## src/rtl/stage_writeback_if.sv

```systemverilog
// stage_writeback_if
//  Bundles the MEM-to-writeback result handshake, the data-memory response
//  and the register-file write port / status outputs of stage_writeback.
//  Parameters:
//   CNT_W  width of the retired-instruction counter
//  Modports:
//   master  upstream side (MEM stage / memory / register file consumer):
//           drives the in_* signals and observes the out_* signals
//   slave   stage_writeback itself
interface stage_writeback_if #(
    parameter int CNT_W = 32
);
    logic             in_valid;
    logic             in_write_mem_to_reg;
    logic             in_write_enable;
    logic [4:0]       in_rd;
    logic [31:0]      in_alu_result;
    logic [2:0]       in_funct3;
    logic             in_mem_rsp_valid;
    logic [31:0]      in_mem_rsp_data;
    logic             out_ready;
    logic             out_write_enable;
    logic [4:0]       out_write_reg;
    logic [31:0]      out_write_data;
    logic             out_timeout;
    logic             out_spurious_rsp;
    logic [CNT_W-1:0] out_retired_count;

    modport master (
        output in_valid, in_write_mem_to_reg, in_write_enable, in_rd,
               in_alu_result, in_funct3, in_mem_rsp_valid, in_mem_rsp_data,
        input  out_ready, out_write_enable, out_write_reg, out_write_data,
               out_timeout, out_spurious_rsp, out_retired_count
    );

    modport slave (
        input  in_valid, in_write_mem_to_reg, in_write_enable, in_rd,
               in_alu_result, in_funct3, in_mem_rsp_valid, in_mem_rsp_data,
        output out_ready, out_write_enable, out_write_reg, out_write_data,
               out_timeout, out_spurious_rsp, out_retired_count
    );
endinterface

```

## src/rtl/stage_writeback.sv

```systemverilog
// stage_writeback
//  Final pipeline stage. Accepts MEM-stage results, waits for variable-latency
//  load data, sign/zero-extends loads and drives the register-file write port.
//  MEM is back-pressured (out_ready low) while a load is outstanding; a load
//  that sees no response within MEM_TIMEOUT cycles is abandoned and flagged.
//  Ports:
//   clk    clock, all state on posedge
//   reset  synchronous, active-high
//   wb     stage_writeback_if.slave: in_* result/response inputs,
//          out_ready, out_write_enable/reg/data, out_timeout,
//          out_spurious_rsp, out_retired_count
//  Parameters:
//   MEM_TIMEOUT  max cycles waiting for load data (>=1)
//   CNT_W        retired-instruction counter width
//  Configuration macro:
//   WB_RETIRE_CNT_EN  when defined, the retired-instruction counter is built;
//                     otherwise out_retired_count is tied to zero.
module stage_writeback #(
    parameter int MEM_TIMEOUT = 16,
    parameter int CNT_W       = 32
) (
    input  logic             clk,
    input  logic             reset,
    stage_writeback_if.slave wb
);

    localparam int TMR_W = (MEM_TIMEOUT < 2) ? 1 : $clog2(MEM_TIMEOUT);
    // Timer value on the last waiting edge; the load is dropped there if no response arrives.
    localparam logic [TMR_W-1:0] TMR_LAST = TMR_W'(MEM_TIMEOUT - 1);

    typedef enum logic [0:0] {
        ST_IDLE = 1'b0,
        ST_WAIT = 1'b1
    } state_t;

    state_t           state_r;
    logic             ready_r;
    logic             we_r;
    logic [4:0]       reg_r;
    logic [31:0]      data_r;
    logic             timeout_r;
    logic             spurious_r;
    logic [TMR_W-1:0] timer_r;
    logic [4:0]       ld_rd_r;
    logic [2:0]       ld_funct3_r;
    logic [1:0]       ld_addr_r;
    logic             ld_we_r;

    // Select byte/halfword from the aligned word and extend according to funct3.
    function automatic logic [31:0] load_extend(
        input logic [31:0] word,
        input logic [2:0]  funct3,
        input logic [1:0]  addr
    );
        logic [7:0]  b;
        logic [15:0] h;
        logic [31:0] res;
        case (addr)
            2'd0:    b = word[7:0];
            2'd1:    b = word[15:8];
            2'd2:    b = word[23:16];
            2'd3:    b = word[31:24];
            default: b = word[7:0];
        endcase
        if (addr[1]) begin
            h = word[31:16];
        end else begin
            h = word[15:0];
        end
        case (funct3)
            3'b000:  res = {{24{b[7]}}, b};
            3'b001:  res = {{16{h[15]}}, h};
            3'b010:  res = word;
            3'b100:  res = {24'd0, b};
            3'b101:  res = {16'd0, h};
            default: res = word;   // undefined widths behave as a full-word load
        endcase
        return res;
    endfunction

    // Main sequencer: handshake, load wait/timeout, write-port and sticky flags.
    always_ff @(posedge clk) begin
        if (reset) begin
            state_r     <= ST_IDLE;
            ready_r     <= 1'b1;
            we_r        <= 1'b0;
            reg_r       <= 5'd0;
            data_r      <= 32'd0;
            timeout_r   <= 1'b0;
            spurious_r  <= 1'b0;
            timer_r     <= '0;
            ld_rd_r     <= 5'd0;
            ld_funct3_r <= 3'd0;
            ld_addr_r   <= 2'd0;
            ld_we_r     <= 1'b0;
        end else begin
            we_r <= 1'b0;   // write strobe is a single-cycle pulse
            case (state_r)
                ST_IDLE: begin
                    // Nothing is outstanding, so any response here is unsolicited.
                    if (wb.in_mem_rsp_valid) begin
                        spurious_r <= 1'b1;
                    end
                    if (wb.in_valid) begin
                        if (wb.in_write_mem_to_reg) begin
                            ld_rd_r     <= wb.in_rd;
                            ld_funct3_r <= wb.in_funct3;
                            ld_addr_r   <= wb.in_alu_result[1:0];
                            ld_we_r     <= wb.in_write_enable;
                            timer_r     <= '0;
                            state_r     <= ST_WAIT;
                            ready_r     <= 1'b0;
                        end else if (wb.in_write_enable && (wb.in_rd != 5'd0)) begin
                            we_r   <= 1'b1;
                            reg_r  <= wb.in_rd;
                            data_r <= wb.in_alu_result;
                        end
                    end
                end
                ST_WAIT: begin
                    // A response on the expiry edge still completes the load.
                    if (wb.in_mem_rsp_valid) begin
                        if (ld_we_r && (ld_rd_r != 5'd0)) begin
                            we_r   <= 1'b1;
                            reg_r  <= ld_rd_r;
                            data_r <= load_extend(wb.in_mem_rsp_data, ld_funct3_r, ld_addr_r);
                        end
                        state_r <= ST_IDLE;
                        ready_r <= 1'b1;
                    end else if (timer_r == TMR_LAST) begin
                        timeout_r <= 1'b1;
                        state_r   <= ST_IDLE;
                        ready_r   <= 1'b1;
                    end else begin
                        timer_r <= timer_r + {{(TMR_W-1){1'b0}}, 1'b1};
                    end
                end
                default: begin
                    state_r <= ST_IDLE;
                    ready_r <= 1'b1;
                end
            endcase
        end
    end

    assign wb.out_ready        = ready_r;
    assign wb.out_write_enable = we_r;
    assign wb.out_write_reg    = reg_r;
    assign wb.out_write_data   = data_r;
    assign wb.out_timeout      = timeout_r;
    assign wb.out_spurious_rsp = spurious_r;

`ifdef WB_RETIRE_CNT_EN
    logic             retire_s;
    logic [CNT_W-1:0] cnt_r;

    // An instruction retires when an ALU result is accepted or a load response arrives.
    always_comb begin
        retire_s = 1'b0;
        if (state_r == ST_IDLE) begin
            retire_s = wb.in_valid && !wb.in_write_mem_to_reg;
        end else begin
            retire_s = wb.in_mem_rsp_valid;
        end
    end

    // Retired-instruction counter, wraps naturally.
    always_ff @(posedge clk) begin
        if (reset) begin
            cnt_r <= '0;
        end else if (retire_s) begin
            cnt_r <= cnt_r + {{(CNT_W-1){1'b0}}, 1'b1};
        end else begin
            cnt_r <= cnt_r;
        end
    end

    assign wb.out_retired_count = cnt_r;
`else
    assign wb.out_retired_count = '0;
`endif

endmodule

```

## src/flat_wrapper.sv

```systemverilog
// flat-port wrapper written by rule: the top's interface ports become plain ports
module stage_writeback_flat 
#(
    parameter int MEM_TIMEOUT = 16,
    parameter int CNT_W       = 32
)
  (clk, reset, wb_in_valid, wb_in_write_mem_to_reg, wb_in_write_enable, wb_in_rd, wb_in_alu_result, wb_in_funct3, wb_in_mem_rsp_valid, wb_in_mem_rsp_data, wb_out_ready, wb_out_write_enable, wb_out_write_reg, wb_out_write_data, wb_out_timeout, wb_out_spurious_rsp, wb_out_retired_count);
  stage_writeback_if #(.CNT_W(CNT_W)) wb_i ();
  input  logic clk;
  input  logic reset;
  input wire logic [$bits(wb_i.in_valid)-1:0] wb_in_valid;
  input wire logic [$bits(wb_i.in_write_mem_to_reg)-1:0] wb_in_write_mem_to_reg;
  input wire logic [$bits(wb_i.in_write_enable)-1:0] wb_in_write_enable;
  input wire logic [$bits(wb_i.in_rd)-1:0] wb_in_rd;
  input wire logic [$bits(wb_i.in_alu_result)-1:0] wb_in_alu_result;
  input wire logic [$bits(wb_i.in_funct3)-1:0] wb_in_funct3;
  input wire logic [$bits(wb_i.in_mem_rsp_valid)-1:0] wb_in_mem_rsp_valid;
  input wire logic [$bits(wb_i.in_mem_rsp_data)-1:0] wb_in_mem_rsp_data;
  output wire logic [$bits(wb_i.out_ready)-1:0] wb_out_ready;
  output wire logic [$bits(wb_i.out_write_enable)-1:0] wb_out_write_enable;
  output wire logic [$bits(wb_i.out_write_reg)-1:0] wb_out_write_reg;
  output wire logic [$bits(wb_i.out_write_data)-1:0] wb_out_write_data;
  output wire logic [$bits(wb_i.out_timeout)-1:0] wb_out_timeout;
  output wire logic [$bits(wb_i.out_spurious_rsp)-1:0] wb_out_spurious_rsp;
  output wire logic [$bits(wb_i.out_retired_count)-1:0] wb_out_retired_count;
  assign wb_i.in_valid = wb_in_valid;
  assign wb_i.in_write_mem_to_reg = wb_in_write_mem_to_reg;
  assign wb_i.in_write_enable = wb_in_write_enable;
  assign wb_i.in_rd = wb_in_rd;
  assign wb_i.in_alu_result = wb_in_alu_result;
  assign wb_i.in_funct3 = wb_in_funct3;
  assign wb_i.in_mem_rsp_valid = wb_in_mem_rsp_valid;
  assign wb_i.in_mem_rsp_data = wb_in_mem_rsp_data;
  assign wb_out_ready = wb_i.out_ready;
  assign wb_out_write_enable = wb_i.out_write_enable;
  assign wb_out_write_reg = wb_i.out_write_reg;
  assign wb_out_write_data = wb_i.out_write_data;
  assign wb_out_timeout = wb_i.out_timeout;
  assign wb_out_spurious_rsp = wb_i.out_spurious_rsp;
  assign wb_out_retired_count = wb_i.out_retired_count;
  stage_writeback #(.MEM_TIMEOUT(MEM_TIMEOUT), .CNT_W(CNT_W)) u_core (.clk(clk), .reset(reset), .wb(wb_i));
endmodule
```

## config.mk

```make
export PLATFORM = sky130hd
export DESIGN_NAME = stage_writeback_flat
export DESIGN_NICKNAME = d
export VERILOG_FILES = /design/src/rtl/stage_writeback_if.sv /design/src/rtl/stage_writeback.sv /design/src/flat_wrapper.sv
export SDC_FILE = /design/constraint.sdc
export NUM_CORES = 1
export LEC_CHECK = 0
export CORE_ASPECT_RATIO = 2
export CORE_MARGIN = 4
export CORE_UTILIZATION = 43
export CTS_CLUSTER_DIAMETER = 120
export DETAILED_ROUTE_END_ITERATION = 8
export PLACE_DENSITY = 0.88
export SLEW_MARGIN = 10
export SYNTH_ARGS = -nofsm -noshare
export SYNTH_HDL_FRONTEND = slang
export SYNTH_SLANG_ARGS = --single-unit
```

## constraint.sdc

```tcl
create_clock -name clk -period 2.26 [get_ports clk]
set_input_delay 0.339 -clock clk [delete_from_list [all_inputs] [get_ports clk]]
set_output_delay 0.339 -clock clk [all_outputs]
set_load 0.005 [all_outputs]
```

---- Yosys cells after proc, flatten, opt, wreduce, memory -nomap -nowiden ----
Index checks and enable logic that the tools add are counted.
Widths: inputs -> output; s select.
cells by class
  multiplexer cells ....................... 36
  equality and inequality tests ........... 16
  bitwise gates (word level) .............. 2
  reductions and logical operators ........ 12
  add/subtract/negate cells ............... 1
operators with widths
  operator             number
  $mux 32              5
  $pmux 32 s4          1
  $pmux 32 s2          1
  $pmux 8 s4           1
  $mux 5               5
  $mux 16              1
  $mux 4               4
  $ne 2x2->1 const B   7
  $mux 1               13
  $pmux 5 s2           1
  $reduce_bool 5->1    2
  $reduce_and 3->1     3
  $pmux 4 s2           1
  $eq 3x3->1 const B   2
  $pmux 1 s2           3
  $reduce_and 5->1     1
  $add 4x1->4 const B  1
  $eq 2x2->1 const B   2
  $eq 4x4->1 const B   1
  $reduce_and 4->1     1
  $eq 3x1->1 const B   1
  $logic_not 3->1      1
  $ne 3x3->1 const B   1
  $eq 2x1->1 const B   1
  5 further kinds      7
word-level totals
  flip-flop bits (word level) ............. 57
  input bits .............................. 78
  word-level logic and storage cells ...... 79

---- Logic depth before layout (Yosys ltp) ----
  depth in word-level cells ............... 6
  depth in mapped cells ................... 7
  mapped depth without buffers ............ 5

---- Worst setup path before layout ----
No wires, ideal clock.
  path type ............................... reg2reg
  start ................................... register u_core.ld_addr_r[1]
  end ..................................... register u_core.data_r[16], in the netlist u_core.wb.out_write_data[16]
  arrival time ............................ 1.671 ns
  buffers on the path ..................... 2
  clock period less this slack ............ 1.791 ns
  setup slack ............................. 0.469 ns
  cell stages (with the launch flop) ...... 7
  path through ............................ dfxtp_1 -> mux4_2 -> or2_1 -> buf_6 -> buf_6 -> a221oi_2 -> o31ai_1
on the way
  cells in the longest elaborated chain, start to end .. 6
  elaborated cells on any way between the ends .. 10
  those cells by class .................... 3 x eq/ne; 6 x mux; 1 x reduce/logical
ends and longest elaborated chain
  what                                      RTL line                source
  from (decl)                               stage_writeback.sv:46   logic [1:0] ld_addr_r;
  from (signal assigned)                    stage_writeback.sv:108  ld_addr_r <= wb.in_alu_result[1:0];
  $eq 2x2->1, or another cell as far along  stage_writeback.sv:58   case (addr)
  $pmux 8 s4                                stage_writeback.sv:58
  $pmux 32 s4 (*)                           stage_writeback.sv:70   case (funct3)
  $mux 32 (*)                               stage_writeback.sv:123  if (ld_we_r && (ld_rd_r != 5'd0)) begin
  $mux 32 (*)                               stage_writeback.sv:122  if (wb.in_mem_rsp_valid) begin
  $pmux 32 s2 (*)                           stage_writeback.sv:98   case (state_r)
  to (signal assigned)                      stage_writeback.sv:116  data_r <= wb.in_alu_result;
  to (signal assigned)                      stage_writeback.sv:126  data_r <= load_extend(wb.in_mem_rsp_data, ld_funct3_r, ld_addr_r);
  to (decl)                                 stage_writeback.sv:40   logic [31:0] data_r;
Every way passes the cells marked *; elsewhere a longest branch is shown, timed or not. The select of a mux whose other input is x is not followed.
A chain may end at the register's enable or synchronous reset.

---- Final worst setup path ----
  start ................................... input wb_in_mem_rsp_data[23]
  end ..................................... register u_core.data_r[21], in the netlist u_core.wb.out_write_data[21]
on the way
  cells in the longest elaborated chain, start to end .. 5
ends and longest elaborated chain
  what         RTL line                source
  from (decl)  flat_wrapper.sv:18      input wire logic [$bits(wb_i.in_mem_rsp_data)-1:0] wb_in_mem_rsp_data;
  $pmux 8 s4   stage_writeback.sv:58
  $pmux 32 s4  stage_writeback.sv:70
  $mux 32      stage_writeback.sv:123
  $mux 32      stage_writeback.sv:122
  $pmux 32 s2  stage_writeback.sv:98
Every way passes these cells. The select of a mux whose other input is x is not followed.

==> flow_metrics.py <==
metrics = {
    "grt": {
        "grt_usage": 0.2456,
        "antenna_found_initial": 0,
        "grt_max_degree": 31,
        "grt_first_pass_wirelength_um": 18310,
        "grt_overflow": 0,
        "grt_pass1_vias": 3736,
    },
    "power": {
        "ir_drop_v": 0.0004219,
        "p_sw_frac": 0.2485,
        "total_power_w": 0.003055,
        "p_sw_w": 0.0007591,
        "comb_power_share": 0.180,
        "p_int_w": 0.002296,
        "power_density_nw_per_um2": 624.3,
        "p_seq_frac": 0.354,
        "clkPwrFrac": 0.466,
        "leakagePower_nw": 1.763,
    },
    "synthesis": {
        "ys_seq_area_frac": 0.3347,
        "synth_area_per_cell_sq_um": 8.567,
        "syn_inst": 398,
        "ys_types": 46,
        "syn_area_sq_um": 3410,
        "yosys.area.top_type_share": 0.3347,
        "synth_warnings": 0,
        "synth_top_cell_by_area": "dfxtp_1",
        "yosys-top-cells-area": "dfxtp_1 33%, buf_4 7.5%, nand4b_1 5.9%",
        "yosys_register_bits": 57,
    },
    "cells_and_area": {
        "fill_cells": 631,
        "drive_gt1_frac": 0.1014,
        "antenna_cells": 0,
        "largest_register_ffs": 32,
        "syn_to_final_growth_pct": 43.52,
        "fin_cells": 607,
        "num-nets-final": 587,
        "fin_area_sq_um": 4893,
    },
    "cts": {
        "cts_hold_buf": 0,
        "clk_latency_ns": 0.33,
        "cts-htree-levels": 3,
        "clock_path_buffers": 2,
        "ctsResizeCount": 0,
        "cts_tree": "built",
        "cts-root-buf": "clkbuf_16",
        "post_cts.repair.setup_buffers": 0,
        "numCtsBuffers": 9,
        "clk_pin_slew_ns": 0.05,
        "cts_sinks": 57,
    },
    "timing": {
        "worst_pin_slew_ns": 0.6532,
        "setup_ws_ns": 0.2858,
        "fin_crit_sh": 0.8736,
        "setup_viol": 0,
        "fmax_ghz": 0.5065,
        "slew_viol_final": 0,
        "fin_skew_ns": 0.007225,
        "period_needed_ns": 1.974,
        "relSlewSlack": 0.5640,
        "rsz0062_at_grt": "false",
        "hold_viol": 0,
    },
    "worst_setup_path": {
        "r2r-end": "u_core.wb.out_write_data[21]$_SDFFE_PP0P_",
        "cp_max_fo": 15,
        "cpMaxStageDelayCell": "clkdlybuf4s50_1",
        "reg2regPathDepth": 5,
        "cp.arrival_ns": 2.18,
        "path_cells": "clkdlybuf4s50_1 > mux4_2 > or2_1 > buf_12 > a221oi_1 > o31ai_1",
        "cp.required_ns": 2.47,
        "cp-end-kind": "register",
        "slowest_delay_ns": 0.48,
        "r2r_slack_ns": 0.41,
        "timing.rr.start": "u_core.ld_addr_r[1]$_SDFFE_PP0P_",
        "cp-start-kind": "primary input",
        "path_class": "in -> reg",
    },
    "detailed_routing": {
        "first_pass_iters": 5,
        "drtIter0Drc": 407,
        "wl_um": 11770,
        "ant_nets": 0,
        "drcViolationCount": 0,
        "vias_per_cell": 5.992,
        "vias": 3637,
        "post_drt_wl_per_cell_um": 19.40,
    },
    "min_path": {
        "hold_path.class": "in -> reg",
        "hp-start": "reset",
        "whs_endpoint": "u_core.wb.out_timeout$_SDFFE_PP0P_",
        "hold_depth": 2,
    },
    "outcome": {
        "outcome": "finished, final reports clean",
    },
    "place": {
        "port_buffers": 118,
        "dp_slack_ns": -0.03791,
        "post_dp_cell_area_sq_um": 4582,
        "gp_congestion": 0.8914,
        "dp.cells": 591,
        "dp_hpwl_um": 8729,
    },
    "die": {
        "dieArea_sq_um": 9504,
        "fp.coreArea_sq_um": 7657,
        "ioPinCount": 151,
        "num_rows": 45,
        "die_y_um": 133.9,
        "initial_core_util": 0.4453,
        "die_width_um": 70.97,
    },
    "flow_run": {
        "drv_cap": 0,
    },
}
[worst max path at each step]
| stage | end | depth (start not counted) | from | slack [ns] |
|---|---|---|---|---|
| 6_report | u_core.wb.out_write_data[21]$_SDFFE_PP0P_ | 6 | wb_in_mem_rsp_data[23] | 0.29 |
| 5_1_grt | u_core.wb.out_write_reg[1]$_SDFFE_PP0P_ | 6 | wb_in_rd[1] | 0.17 |
| 4_1_cts | u_core.wb.out_write_data[21]$_SDFFE_PP0P_ | 6 | wb_in_mem_rsp_data[7] | 0.30 |
| 3_5_place_dp | u_core.wb.out_write_data[21]$_SDFFE_PP0P_ | 6 | wb_in_mem_rsp_data[7] | -0.04 |
| 3_3_place_gp | u_core.wb.out_write_reg[4]$_SDFFE_PP0P_ | 6 | wb_in_rd[1] | 0.06 |
| 2_1_floorplan | u_core.wb.out_write_data[16]$_SDFFE_PP0P_ | 6 | u_core.ld_addr_r[1]$_SDFFE_PP0P_ | 0.47 |
[placed cells by master, fill, tap and decap left out, types with 2 or more instances in the layout]
cell	count
nor2_1	31
nor2b_1	11
o21ba_2	2
nor3_1	10
clkinv_2	3
nand2_1	26
nand3_1	8
and3_1	2
a31oi_1	2
dfxtp_1	57
o21bai_4	2
bufinv_16	2
clkdlybuf4s50_1	117
o31ai_1	16
mux2i_1	6
a211oi_1	5
clkbuf_16	9
a21oi_1	24
a221oi_2	9
inv_1	5
or3_1	6
buf_12	3
o32ai_1	14
conb_1	32
or4_1	2
nand4b_1	23
xor2_1	3
nand2b_1	11
o21ai_0	16
o22a_1	7
o41ai_1	6
buf_4	16
a221oi_1	7
a311oi_1	3
[kinds of logic after synthesis]
logic type | count (synthesis) | synth area share
AOI/OAI and AO/OA | 120 | 0.2807
xor gates and xnor gates | 3 | 0.007708
adders and majority gates | 1 | 0.003669
buffers and inverters | 74 | 0.1281
DFF | 57 | 0.3347
muxes | 7 | 0.02422
other | 1 | 0.001100
and+or+nand+nor | 135 | 0.2198
[cells in the mapped netlist, drive strengths merged]
cell	number
clkbuf	20
a21oi	24
nor4bb	1
a31oi	2
o2bb2ai	1
nor3	10
and2b	1
nand2	27
o31a	1
or4	2
o32ai	15
nor2b	11
nand4b	23
dfxtp	57
o21bai	3
mux4	1
a311oi	3
o21ai	16
o22a	7
a21o	1
a221oi	16
and3	2
o21ba	2
o31ai	16
or2	1
buf	49
ha	1
xor2	3
a211oi	6
o41ai	6
conb	1
mux2i	6
a41oi	1
inv	5
nand4bb	1
or3	6
nand3	8
nand2b	11
nor2	31
[layout make-up]
type	instances	area, sq um	area share
Sequential cell	57	1141	0.2332
Inverter	5	18.77	0.003835
Multi-Input combinational cell	298	1948	0.3981
Clock buffer	10	229.0	0.04679
Tap cell	94	117.6	0.02403
Timing Repair Buffer	137	1356	0.2772
Clock inverter	6	82.58	0.01688
[critical path, delay by kind of cell]
kind | cells | cell delay [ns]
buf+inv | 2 | 0.66
mux | 1 | 0.48
simple gates | 1 | 0.29
compound gates | 2 | 0.41
[per-stage QoR]
step	TNS [ns]	hold WS (ns)	util
final	0	0.4687	0.6391
after global routing	0	0.4965	0.6391
after CTS	0	0.4548	0.6391
after detailed placement	-0.04572	0.4726	0.5984
after global placement	0	0.4497	0.5984
after floorplan	0	0.4369	-
[routing by layer]
metal	wire length (um)	GRT usage
met1	3891	0.2401
met2	6266	0.4478
met3	942	0.04876
met4	672	0.1695
met5	0	0
[power by group through the flow]
| stage | sequential, W | clock [W] | combinational, W |
|---|---|---|---|
| after floorplan | 0.00109 | 0 | 0.000289 |
| after global placement | 0.00110 | 0 | 0.000525 |
| after CTS | 0.00108 | 0.00144 | 0.000542 |
| final | 0.00108 | 0.00142 | 0.000550 |
| after detailed placement | 0.00110 | 0 | 0.000536 |
| after global routing | 0.00108 | 0.00148 | 0.000585 |
(Power assumes the default switching activity.)
